===== config.mk =====
export PLATFORM = sky130hd
export DESIGN_NAME = sd_cmd_tx_controller
export DESIGN_NICKNAME = d
export VERILOG_FILES = /design/src/rtl/sd_cmd_pkg.sv /design/src/rtl/sd_crc7_serial.sv /design/src/rtl/sd_cmd_tx_controller.sv
export SDC_FILE = /design/constraint.sdc
export NUM_CORES = 1
export LEC_CHECK = 0
export CAP_MARGIN = 10
export CORE_UTILIZATION = 34
export CTS_BUF_LIST = sky130_fd_sc_hd__clkbuf_4 sky130_fd_sc_hd__clkbuf_8
export DETAILED_ROUTE_END_ITERATION = 10
export HOLD_SLACK_MARGIN = 0.1
export PLACE_DENSITY = 0.66
export RECOVER_POWER = 100
export SLEW_MARGIN = 20
export SYNTH_ARGS = -nofsm -noshare
export SYNTH_HDL_FRONTEND = slang
export SYNTH_SLANG_ARGS = --single-unit

===== constraint.sdc =====
create_clock -name sd_clock -period 1.6 [get_ports sd_clock]
set_input_delay 0.32 -clock sd_clock [delete_from_list [all_inputs] [get_ports sd_clock]]
set_output_delay 0.32 -clock sd_clock [all_outputs]
set_load 0.02 [all_outputs]

===== src/rtl/sd_cmd_pkg.sv =====
// Shared constants and the controller state type for the SD command transmit path.
package sd_cmd_pkg;

    localparam int         FRAME_W   = 48;
    // x^7 + x^3 + 1, with the x^7 term implied by the shift-out
    localparam logic [6:0] CRC7_POLY = 7'h09;

    localparam logic START_BIT = 1'b0;
    localparam logic TX_BIT    = 1'b1;
    localparam logic END_BIT   = 1'b1;

    typedef enum logic [2:0] {
        ST_IDLE,
        ST_CRC,
        ST_LOAD,
        ST_SEND,
        ST_DONE,
        ST_ERR
    } state_e;

endpackage


===== src/rtl/sd_crc7_serial.sv =====
// Bit-serial CRC7 generator, MSB first, zero initial value.
// Only compiled when CMD_CRC7_EN is defined; without it the CRC field comes from crc_in.
`ifdef CMD_CRC7_EN
module sd_crc7_serial
    import sd_cmd_pkg::*;
(
    input  logic       sd_clock,
    input  logic       reset,
    input  logic       clear,
    input  logic       shift_en,
    input  logic       data_in,
    output logic [6:0] crc_out
);

    logic [6:0] crc_q;
    logic [6:0] crc_d;
    logic       feedback;

    // Next CRC value: clear has priority over shifting a new bit in
    always_comb begin
        crc_d    = crc_q;
        feedback = data_in ^ crc_q[6];
        if (clear) begin
            crc_d = '0;
        end else if (shift_en) begin
            crc_d = {crc_q[5:0], 1'b0} ^ (feedback ? CRC7_POLY : 7'h00);
        end
    end

    // CRC register
    always_ff @(posedge sd_clock or posedge reset) begin
        if (reset) begin
            crc_q <= '0;
        end else begin
            crc_q <= crc_d;
        end
    end

    assign crc_out = crc_q;

endmodule
`endif


===== src/rtl/sd_cmd_tx_controller.sv =====
// SD command transmit controller: accepts a command, builds the 48-bit frame,
// loads it into the serializer and supervises the send with a cycle timeout.
// Build option CMD_CRC7_EN: compute CRC7 internally (adds the CRC state);
// otherwise the CRC7 field is taken from crc_in at acceptance.
//
// state | meaning
// IDLE  | ready for a command
// CRC   | shifting frame bits 47..8 through CRC7, one per cycle
// LOAD  | one-cycle serializer load strobe
// SEND  | serializer running, timeout counter active
// DONE  | one-cycle success pulse
// ERR   | one-cycle timeout pulse
module sd_cmd_tx_controller #(
    parameter int FRAME_W     = sd_cmd_pkg::FRAME_W,
    parameter int TIMEOUT_CYC = 64
) (
    input  logic               sd_clock,
    input  logic               reset,
    input  logic               cmd_valid,
    output logic               cmd_ready,
    input  logic [5:0]         cmd_index,
    input  logic [31:0]        cmd_argument,
    input  logic [6:0]         crc_in,
    output logic [FRAME_W-1:0] ser_parallel,
    output logic               ser_enable,
    output logic               ser_load_send,
    input  logic               ser_complete,
    output logic               busy,
    output logic               done,
    output logic               timeout_err
);

    import sd_cmd_pkg::*;

    localparam int CNT_W = (TIMEOUT_CYC > 1) ? $clog2(TIMEOUT_CYC) : 1;
    localparam logic [CNT_W-1:0] TMO_LAST = CNT_W'(TIMEOUT_CYC - 1);

    state_e             state_q, state_d;
    logic [FRAME_W-1:0] frame_q, frame_d;
    logic [CNT_W-1:0]   tmo_cnt_q, tmo_cnt_d;
    logic               accept;

    assign cmd_ready = (state_q == ST_IDLE) && !reset;
    assign accept    = cmd_ready && cmd_valid;

`ifdef CMD_CRC7_EN
    localparam int IDX_W = $clog2(FRAME_W);

    logic [IDX_W-1:0] bit_idx_q, bit_idx_d;
    logic [6:0]       crc_val;
    logic             crc_last;
    logic             unused_crc_in;

    assign unused_crc_in = ^crc_in;
    assign crc_last      = (bit_idx_q == IDX_W'(8));

    // Bit pointer walks down from the start bit to bit 8 during CRC
    always_comb begin
        bit_idx_d = bit_idx_q;
        if (accept) begin
            bit_idx_d = IDX_W'(FRAME_W - 1);
        end else if ((state_q == ST_CRC) && !crc_last) begin
            bit_idx_d = bit_idx_q - IDX_W'(1);
        end
    end

    // Bit pointer register
    always_ff @(posedge sd_clock or posedge reset) begin
        if (reset) begin
            bit_idx_q <= '0;
        end else begin
            bit_idx_q <= bit_idx_d;
        end
    end

    sd_crc7_serial u_crc7 (
        .sd_clock (sd_clock),
        .reset    (reset),
        .clear    (accept),
        .shift_en (state_q == ST_CRC),
        .data_in  (frame_q[bit_idx_q]),
        .crc_out  (crc_val)
    );

    // CRC register is cleared only on acceptance, so the field stays stable afterwards
    assign ser_parallel = frame_q | {{(FRAME_W-8){1'b0}}, crc_val, 1'b0};
`else
    assign ser_parallel = frame_q;
`endif

    // Frame capture on acceptance, held otherwise
    always_comb begin
        frame_d = frame_q;
        if (accept) begin
            frame_d                   = '0;
            frame_d[FRAME_W-1]        = START_BIT;
            frame_d[FRAME_W-2]        = TX_BIT;
            frame_d[FRAME_W-3 -: 6]   = cmd_index;
            frame_d[FRAME_W-9 -: 32]  = cmd_argument;
`ifndef CMD_CRC7_EN
            frame_d[7:1]              = crc_in;
`endif
            frame_d[0]                = END_BIT;
        end
    end

    // Next-state and timeout counter; complete beats timeout in the same cycle
    always_comb begin
        state_d   = state_q;
        tmo_cnt_d = '0;
        case (state_q)
            ST_IDLE: begin
                if (accept) begin
`ifdef CMD_CRC7_EN
                    state_d = ST_CRC;
`else
                    state_d = ST_LOAD;
`endif
                end
            end
            ST_CRC: begin
`ifdef CMD_CRC7_EN
                if (crc_last) begin
                    state_d = ST_LOAD;
                end
`else
                state_d = ST_IDLE;
`endif
            end
            ST_LOAD: state_d = ST_SEND;
            ST_SEND: begin
                if (ser_complete) begin
                    state_d = ST_DONE;
                end else if (tmo_cnt_q == TMO_LAST) begin
                    state_d = ST_ERR;
                end else begin
                    tmo_cnt_d = tmo_cnt_q + CNT_W'(1);
                end
            end
            ST_DONE: state_d = ST_IDLE;
            ST_ERR:  state_d = ST_IDLE;
            default: state_d = ST_IDLE;
        endcase
    end

    // State, frame and timeout registers
    always_ff @(posedge sd_clock or posedge reset) begin
        if (reset) begin
            state_q   <= ST_IDLE;
            frame_q   <= '0;
            tmo_cnt_q <= '0;
        end else begin
            state_q   <= state_d;
            frame_q   <= frame_d;
            tmo_cnt_q <= tmo_cnt_d;
        end
    end

    assign ser_enable    = (state_q == ST_LOAD);
    assign ser_load_send = (state_q == ST_SEND);
    assign busy          = (state_q != ST_IDLE);
    assign done          = (state_q == ST_DONE);
    assign timeout_err   = (state_q == ST_ERR);

endmodule


==> summary.md, run 1 <==
| Metric | Value |
|---|---|
| Slew @ Worst Pin | `approximately 0.75 ns` |
| Largest net degree at the start of global routing | `56` |
| Post-Synthesis Cells | `around 140` |
| Worst Hold Class | `reg -> reg` |
| CTS Buffer Depth | `2` |
| Type of element launching the critical path | `flop` |
| R2r startpoint | `state_q[1]` |
| Post-DP HPWL | `3335 um` |
| Synthesized area | `~2400 um2` |
| Post-DRT Antenna Nets | `0` |
| Clk sinks | `between 50 and 60` |
| Max Freq | `about 600 MHz` |
| Crit path to | `ser_parallel[10]` |
| Most frequent cells in the layout | `dfrtp_1 (55), clkdlybuf4s50_1 (48), mux2_4 (39)` |
| Final wirelength | `roughly 4700 um` |
| Peak supply drop | `approximately 0.75 mV` |
| Final min period | `roughly 1.7 ns` |
| Fraction of layout cells with a size suffix above 1 | `0.2840` |
| Worst-path clk slew | `approximately 0.1 ns` |
| Residual DRC | `0` |
| Die footprint | `between 7000 and 8000 um2` |
| Most common cell after layout, fill and taps aside | `dfrtp_1` |
| Vias per cell | `roughly 4.3` |
| Reg2reg end | `ser_parallel[10]` |
| Tcrit/Tclk final | `1.059` |
| First-pass GRT wire length | `around 7600 um` |
| ANT cells | `0` |
| Crit path kind | `reg -> reg` |
| Initial antenna violation count | `0` |
| DIE HEIGHT | `around 86 um` |
| Pre-CTS WS | `-0.2488 ns` |
| Status | `complete, but fails checks` |
| Final setup margin | `-0.09443 ns` |
| RD Place Congestion | `around 0.73` |
| Violated checks | `negative setup slack` |
| Vias | `between 1500 and 2000` |
| Final core utilization | `0.5162` |
| Syn_nets | `a little under 200` |
| Avg Inst Size Synth | `about 17 um2` |
| Syn. warnings | `0` |
| Crit. End Element | `flop` |
| Pins Over Slew Limit | `0` |
| Post-synth top flop | `dfrtp_1` |
| Die X | `85.73 um` |
| Core area | `between 6000 and 7000 um2` |
| Clock root buffer | `clkbuf_8` |
| Final setup viols | `47` |
| Post-synth cell types | `27` |
| Number of CTS-inserted buffers | `5` |
| Delay-heaviest family, CP | `simple AND/OR/NAND/NOR gates` |
| Final Hold Slack | `~0.47 ns` |
| Async S/R FF share, synth | `1.000` |
| Post-synth EDFFs | `0` |
| Area of the multi-input gates | `between 800 and 900 um2` |
| Worst reg-to-reg setup slack | `-0.09 ns` |
| Port buffer count | `roughly 100` |
| Slowest-stage cell, CP | `or3_4` |
| Total power | `between 0.006 and 0.007 W` |
| Lkg Pwr | `1.697 nW` |
| Worst Path Max Fanout | `16` |
| Ports | `slightly above 100` |
| Vias in the first global route | `between 1500 and 2000` |
| CTS tree | `done` |
| Slew headroom | `0.5020` |
| Postcts setup bufs | `0` |
| Starting density of the core | `0.3508` |
| Critical path buffers and inverters | `2` |
| Fill cells | `between 500 and 600` |
| RSZ-0062 raised after global routing | `yes` |
| Required @ worst endpoint | `~1.8 ns` |
| Crit path cell chain | `or3_4 -> buf_6 -> nand2b_4 -> buf_12 -> mux2_4` |
| Worst Skew | `between 0.006 and 0.007 ns` |
| CP Data Arrival Time | `between 1.5 and 2 ns` |
| # H-tree levels | `2` |
| Critical path launch point | `state_q[1]` |
| Site row count | `30` |
| Worst skew pair latency | `0.30 ns` |
| First drt pass iteration count | `4` |
| P&R area growth vs syn | `47.14%` |
| Tot GR Track Use | `0.1342` |
| Maxcap violations | `0` |
| Sequential Area | `~1400 um2` |
| Register area share after synthesis | `0.5774` |
| Fin nets | `about 310` |
| Total grt overflow | `0` |
| Wire per inst | `13.41 um` |
| Crit path depth | `5` |
| 1st-iter DRT viols | `34` |
| R2R depth | `5` |
| Pwr/cell area | `1835 nW/um2` |
| Final Hold Viols | `0` |
| Slowest Stage Delay on Critical Path | `around 0.40 ns` |
| FF+latch count, synth | `55` |
==> flip-flops by register name, summed over array words and instances, names as in the netlist <==
signal,flops
ser_parallel,46
tmo_cnt_q,6
state_q,3
==> power breakdown <==
part	switching, W	total (W)	leakage [nW]	internal, W
Sequential	0.000314	0.00232	0.668	0.00201
Clock	0.000453	0.000969	0.0618	0.000515
Combinational	0.00150	0.00315	0.967	0.00164
Total	0.00227	0.00644	1.70	0.00417
==> cells by family after synthesis <==
group           share of synthesized area
flops                              0.5774
other cells                      0.001573
compound gates                    0.01838
simple gates                      0.06247
fa+ha+maj                        0.005249
xor+xnor                          0.01103
buf+inv                           0.04987
mux                                0.2740
==> area by class of cell <==
class                   instances  share of cell area
multi-input cells              80              0.2533
clock buffers                   6             0.02355
clock inverters                 2             0.01106
well taps                      96             0.03425
flip-flops and latches         55              0.3924
repair buffers                113              0.2833
inverters                       1            0.002141
==> synthesized netlist by cell type, types with 2 or more instances <==
cell       n  area (um2)
nand2b_1   3       18.77
nor2_1     6       22.52
nand2_1    2       7.510
xor2_1     2       17.52
dfrtp_1   55        1376
a21oi_1    2       10.01
nand3_1    2       10.01
and3b_1    2       17.52
mux2_2     6       67.56
buf_4      2       15.01
buf_12     5       100.1
mux2_4    39       585.6
o21ai_0    2       10.01
nor3b_1    2       15.01
==> per-layer routing <==
| metal | GRT usage | up-vias | part of all wire |
|---|---|---|---|
| li1 | - | 721 | - |
| met2 | 0.2029 | 50 | 0.46 |
| met4 | 0.04091 | 0 | 0.0061 |
| met3 | 0.03754 | 2 | 0.055 |
| met1 | 0.1881 | 736 | 0.48 |
| met5 | 0 | - | 0 |
==> per-stage QoR <==
stage                     cells  TNS, ns  area [um2]
after global routing        353   -5.029        3507
after floorplan             143   -3.810        2387
final                       353   -3.642        3507
after global placement      345   -8.936        3543
after detailed placement    345   -9.823        3543
after CTS                   353   -3.498        3606
==> repair_timing <==
| item | 4_1_cts | 5_1_grt |
|---|---|---|
| cloned | 0 | 0 |
| resized for setup | 63 | 14 |
| setup endpoints to repair | 84 | 61 |
| hold buffers | 0 | 0 |
| pin swaps | 1 | 0 |
==> worst min path at each step <==
stage,startpoint,endpoint,slack (ns),cells past startpoint
2_1_floorplan,reset,ser_parallel[0],0.39,1
3_3_place_gp,tmo_cnt_q[0],tmo_cnt_q[0],0.46,1
3_5_place_dp,tmo_cnt_q[0],tmo_cnt_q[0],0.46,1
4_1_cts,tmo_cnt_q[0],tmo_cnt_q[0],0.48,1
5_1_grt,tmo_cnt_q[0],tmo_cnt_q[0],0.49,1
6_report,tmo_cnt_q[0],tmo_cnt_q[0],0.47,1
(Power assumes the default switching activity.)
==> inputs of run 2 (changes only) <==
--- a/config.mk
+++ b/config.mk
@@ -9,6 +9,7 @@
 export CORE_UTILIZATION = 34
 export CTS_BUF_LIST = sky130_fd_sc_hd__clkbuf_4 sky130_fd_sc_hd__clkbuf_8
 export DETAILED_ROUTE_END_ITERATION = 10
+export GPL_ROUTABILITY_DRIVEN = 0
 export HOLD_SLACK_MARGIN = 0.1
 export PLACE_DENSITY = 0.66
 export RECOVER_POWER = 100
==> results of run 2 <==
Same layout as run 1: the final DEF is identical, and so are final timing and power.
==> RTL change 1: new RTL, config.mk and constraints of run 2 <==
`FRAME_W`: 48 -> 96.
--- a/src/rtl/sd_cmd_pkg.sv
+++ b/src/rtl/sd_cmd_pkg.sv
@@ -3,3 +3,3 @@
 
-    localparam int         FRAME_W   = 48;
+    localparam int         FRAME_W   = 96;
     // x^7 + x^3 + 1, with the x^7 term implied by the shift-out
Ports: changed (resized ser_parallel); port bits go from 103 to 151. The function was not compared with the original's and may differ.
==> RTL change 1 against run 2 <==
- the run still ends with setup timing left
- synthesized area grew 15%
- die area grew 15%
- sequential cell count is the same
- final cell count increased by 15%
- final area increased by 4.0%
- worst setup slack worse by 0.028 ns
- wire length up 9.6%
- count of clock-buffer cells in the layout is the same
- power shrank 1.6%
- utilization down 4.7 points
- largest power group unchanged
- highest routed layer unchanged
==> RTL change 1: results <==
run_status:
  status: "complete, but fails checks"
  violations: "setup timing"
grt:
  grtUsageMet1: 0.1750
  grt_usage: 0.1239
  grt_pass1_vias: 1606
  grtUsageMet3: 0.03566
  grt_pass1_wl_um: 8231
  grt_use_met2: 0.1886
logic_synthesis:
  synth_common_cells: "dfrtp_1 (55), buf_4 (50), mux2_4 (39)"
  ys_seq_area_frac: 0.5016
  yosys_warnings: 0
  yosys-top-cells-area: "dfrtp_1 (50%), mux2_4 (21%), buf_4 (14%)"
  synth_cells: 191
sta:
  period_share: 1.076
  slew_headroom: 0.5050
  setup_violations: 47
  holdWs_ns: 0.4696
  setup_ws_ns: -0.1220
power_and_ir_drop:
  ir_drop_v: 0.0006588
  p_leak_uw: 0.001813
final_layout:
  largest_reg_flops: 46
  final_nets: 354
  layout-drive-gt1-share: 0.2525
critical_path:
  endpoint: "ser_parallel[64]$_DFFE_PP0P_"
  path_max_fanout: 12
  worstReg2RegEnd: "ser_parallel[64]$_DFFE_PP0P_"
  r2r_setup_slack_ns: -0.12
  cp_data_arrival_time_ns: 1.91
  r2r_start: "state_q[2]$_DFFE_PP0P_"
detailed_routing:
  avgRoutedWirePerCell_um: 12.75
  drtIter0Drc: 17
  wl_met1_um: 2456
  wl_met3_um: 414
  postRouteWirelength_um: 5190
  wl_met2_um: 2271
min_path:
  holdPathEnd: "tmo_cnt_q[0]$_DFF_PP0_"
placement:
  placed_cells: 398
  placed_cell_area_sq_um: 3736
RTL change 1: cell types whose count changed in the layout (fill, tap and decap cells not counted), moves of 2 or more:
cell,delta
conb_1,+48
nor3b_1,-2
clkbuf_1,+8
dlygate4sd2_1,-9
nor3b_2,+2
buf_2,-2
RTL change 1: cells by family after synthesis:
logic type,share of synthesized area
buf+inv,0.1746
flops,0.5016
mux,0.2380
simple gates,0.05427
compound gates,0.01596
xor+xnor,0.009578
fa+ha+maj,0.004559
other cells,0.001367
RTL change 1: critical path, stage by stage, from the launching register on:
cell	delay [ns]
dfrtp_1	0.40
or3_4	0.40
buf_6	0.13
nand2b_4	0.20
buf_12	0.18
mux2_4	0.30
RTL change 1: per-stage QoR:
stage | setup TNS (ns) | worst slack (ns) | power, uW
2_1_floorplan | -3.810 | -0.09815 | 4585
3_3_place_gp | -12.64 | -0.2977 | 6133
3_5_place_dp | -13.54 | -0.3354 | 6159
4_1_cts | -5.679 | -0.1354 | 6736
5_1_grt | -7.458 | -0.1739 | 6720
6_report | -4.791 | -0.1220 | 6333
RTL change 1: power by group:
group          leakage, uW  switching, uW  internal [uW]  total [uW]
logic              0.00110           1640           1600        3240
clock network    0.0000446            442            324         766
registers         0.000668            316           2010        2320
total              0.00181           2400           3940        6330
RTL change 1: area by class of cell:
| class | instances | area (sq um) |
|---|---|---|
| Clock buffer | 6 | 76.32 |
| Clock inverter | 2 | 12.51 |
| Fill cell | 725 | 4120 |
| Inverter | 1 | 7.507 |
| Multi-Input combinational cell | 128 | 1079 |
| Sequential cell | 55 | 1376 |
| Tap cell | 102 | 127.6 |
| Timing Repair Buffer | 113 | 968.4 |
RTL change 1: timing repair:
action	CTS	global route
setup endpoints to repair	74	73
gates resized for setup	55	28
setup buffers	1	0
==> RTL change 2: new RTL, settings of run 2 <==
Without the edit above. Encoding of `state_e`: now Gray code (3 bits for 6 states).
--- a/src/rtl/sd_cmd_pkg.sv
+++ b/src/rtl/sd_cmd_pkg.sv
@@ -12,8 +12,8 @@
     typedef enum logic [2:0] {
-        ST_IDLE,
-        ST_CRC,
-        ST_LOAD,
-        ST_SEND,
-        ST_DONE,
-        ST_ERR
+        ST_IDLE = 3'b000,
+        ST_CRC  = 3'b001,
+        ST_LOAD = 3'b011,
+        ST_SEND = 3'b010,
+        ST_DONE = 3'b110,
+        ST_ERR  = 3'b111
     } state_e;
Check against the original RTL: same outputs for any inputs over 10 cycles, from zero or initial values and one cycle with reset high; not proved beyond that.
==> RTL change 2 against run 2 <==
- the run ends with DRC, setup timing left
- power is 2.1% lower
- clock power is 2.6% lower
- die area is 4.3% lower
- final area is 1.6% lower
- sequential cell count stayed put
- worst setup slack worse by 0.10 ns
- synthesized area is 4.4% lower
- wire length is 5.6% higher
- largest power group unchanged
==> RTL change 2: results <==
run_status:
  status: "complete, but fails checks"
  violations: "DRC, setup timing"
sta:
  finalClockSkew_ns: 0.004246
  fin_setup_tns_ns: -7.958
  setup_violations: 47
  setup_ws_ns: -0.1993
grt:
  grt_max_degree: 31
  grt_pass1_wl_um: 8121
  grtUsageMet1: 0.1972
  grt_pass1_vias: 1666
  grt_use_met2: 0.2347
final_layout:
  fill_cells: 603
  final_nets: 313
  layout-drive-gt1-share: 0.3030
logic_synthesis:
  ys_types: 25
  ys_seq_area_frac: 0.6037
  yosys-top-cells-area: "dfrtp_1 (60%), mux2_4 (18%), mux2_2 (8.4%)"
detailed_routing:
  wl_met2_um: 2389
  drc: 15
  dr.pass1.iters: 6
  postRouteWirelength_um: 4999
  drtIter0Drc: 47
  wl_met3_um: 337
  wl_met1_um: 2215
placement:
  post-place-ws_ns: -0.2617
  dp_hpwl_um: 3622
critical_path:
  r2r_cells: 4
  path_max_fanout: 12
power_and_ir_drop:
  ir_drop_v: 0.0006936
RTL change 2: kinds of logic after synthesis:
kind of cell | count (synthesis) | synth area share
other | 1 | 0.001645
and+or+nand+nor | 26 | 0.06202
AOI/OAI and AO/OA | 5 | 0.01372
DFF | 55 | 0.6037
xor gates and xnor gates | 3 | 0.01153
buffers and inverters | 10 | 0.03347
adders and majority gates | 1 | 0.005488
muxes | 45 | 0.2684
RTL change 2: area by class of cell:
type / instances / area (sq um) / share of cell area
clock buffers: 6 / 82.58 / 0.02392
clock inverters: 2 / 35.03 / 0.01015
inverters: 3 / 12.51 / 0.003625
multi-input cells: 81 / 852.1 / 0.2468
flip-flops and latches: 55 / 1376 / 0.3987
well taps: 77 / 96.34 / 0.02791
repair buffers: 117 / 997.2 / 0.2889
RTL change 2: path summary, 6_finish.rpt:
| path | to | slack, ns |
|---|---|---|
| worst min register to register | tmo_cnt_q[0]$_DFF_PP0_ | 0.49 |
| worst max-delay path | ser_parallel[8]$_DFFE_PP0P_ | -0.20 |
| worst min-delay path | tmo_cnt_q[0]$_DFF_PP0_ | 0.49 |
| worst max register to register | ser_parallel[8]$_DFFE_PP0P_ | -0.20 |
| max in group asynchronous | ser_parallel[9]$_DFFE_PP0P_ | 0.26 |
| min in group asynchronous | ser_parallel[34]$_DFFE_PP0P_ | 0.66 |
RTL change 2: through the flow:
step	instance area, sq um	instances	hold slack, ns
after floorplan	2283	146	0.3941
after global placement	3468	331	0.4563
after detailed placement	3468	331	0.4751
after CTS	3546	339	0.4884
after global routing	3452	341	0.5139
final	3452	341	0.4940
RTL change 2: power by group:
part | total (uW) | switching [uW] | internal (uW)
logic | 3030 | 1520 | 1520
registers | 2320 | 321 | 2000
clock network | 944 | 437 | 507
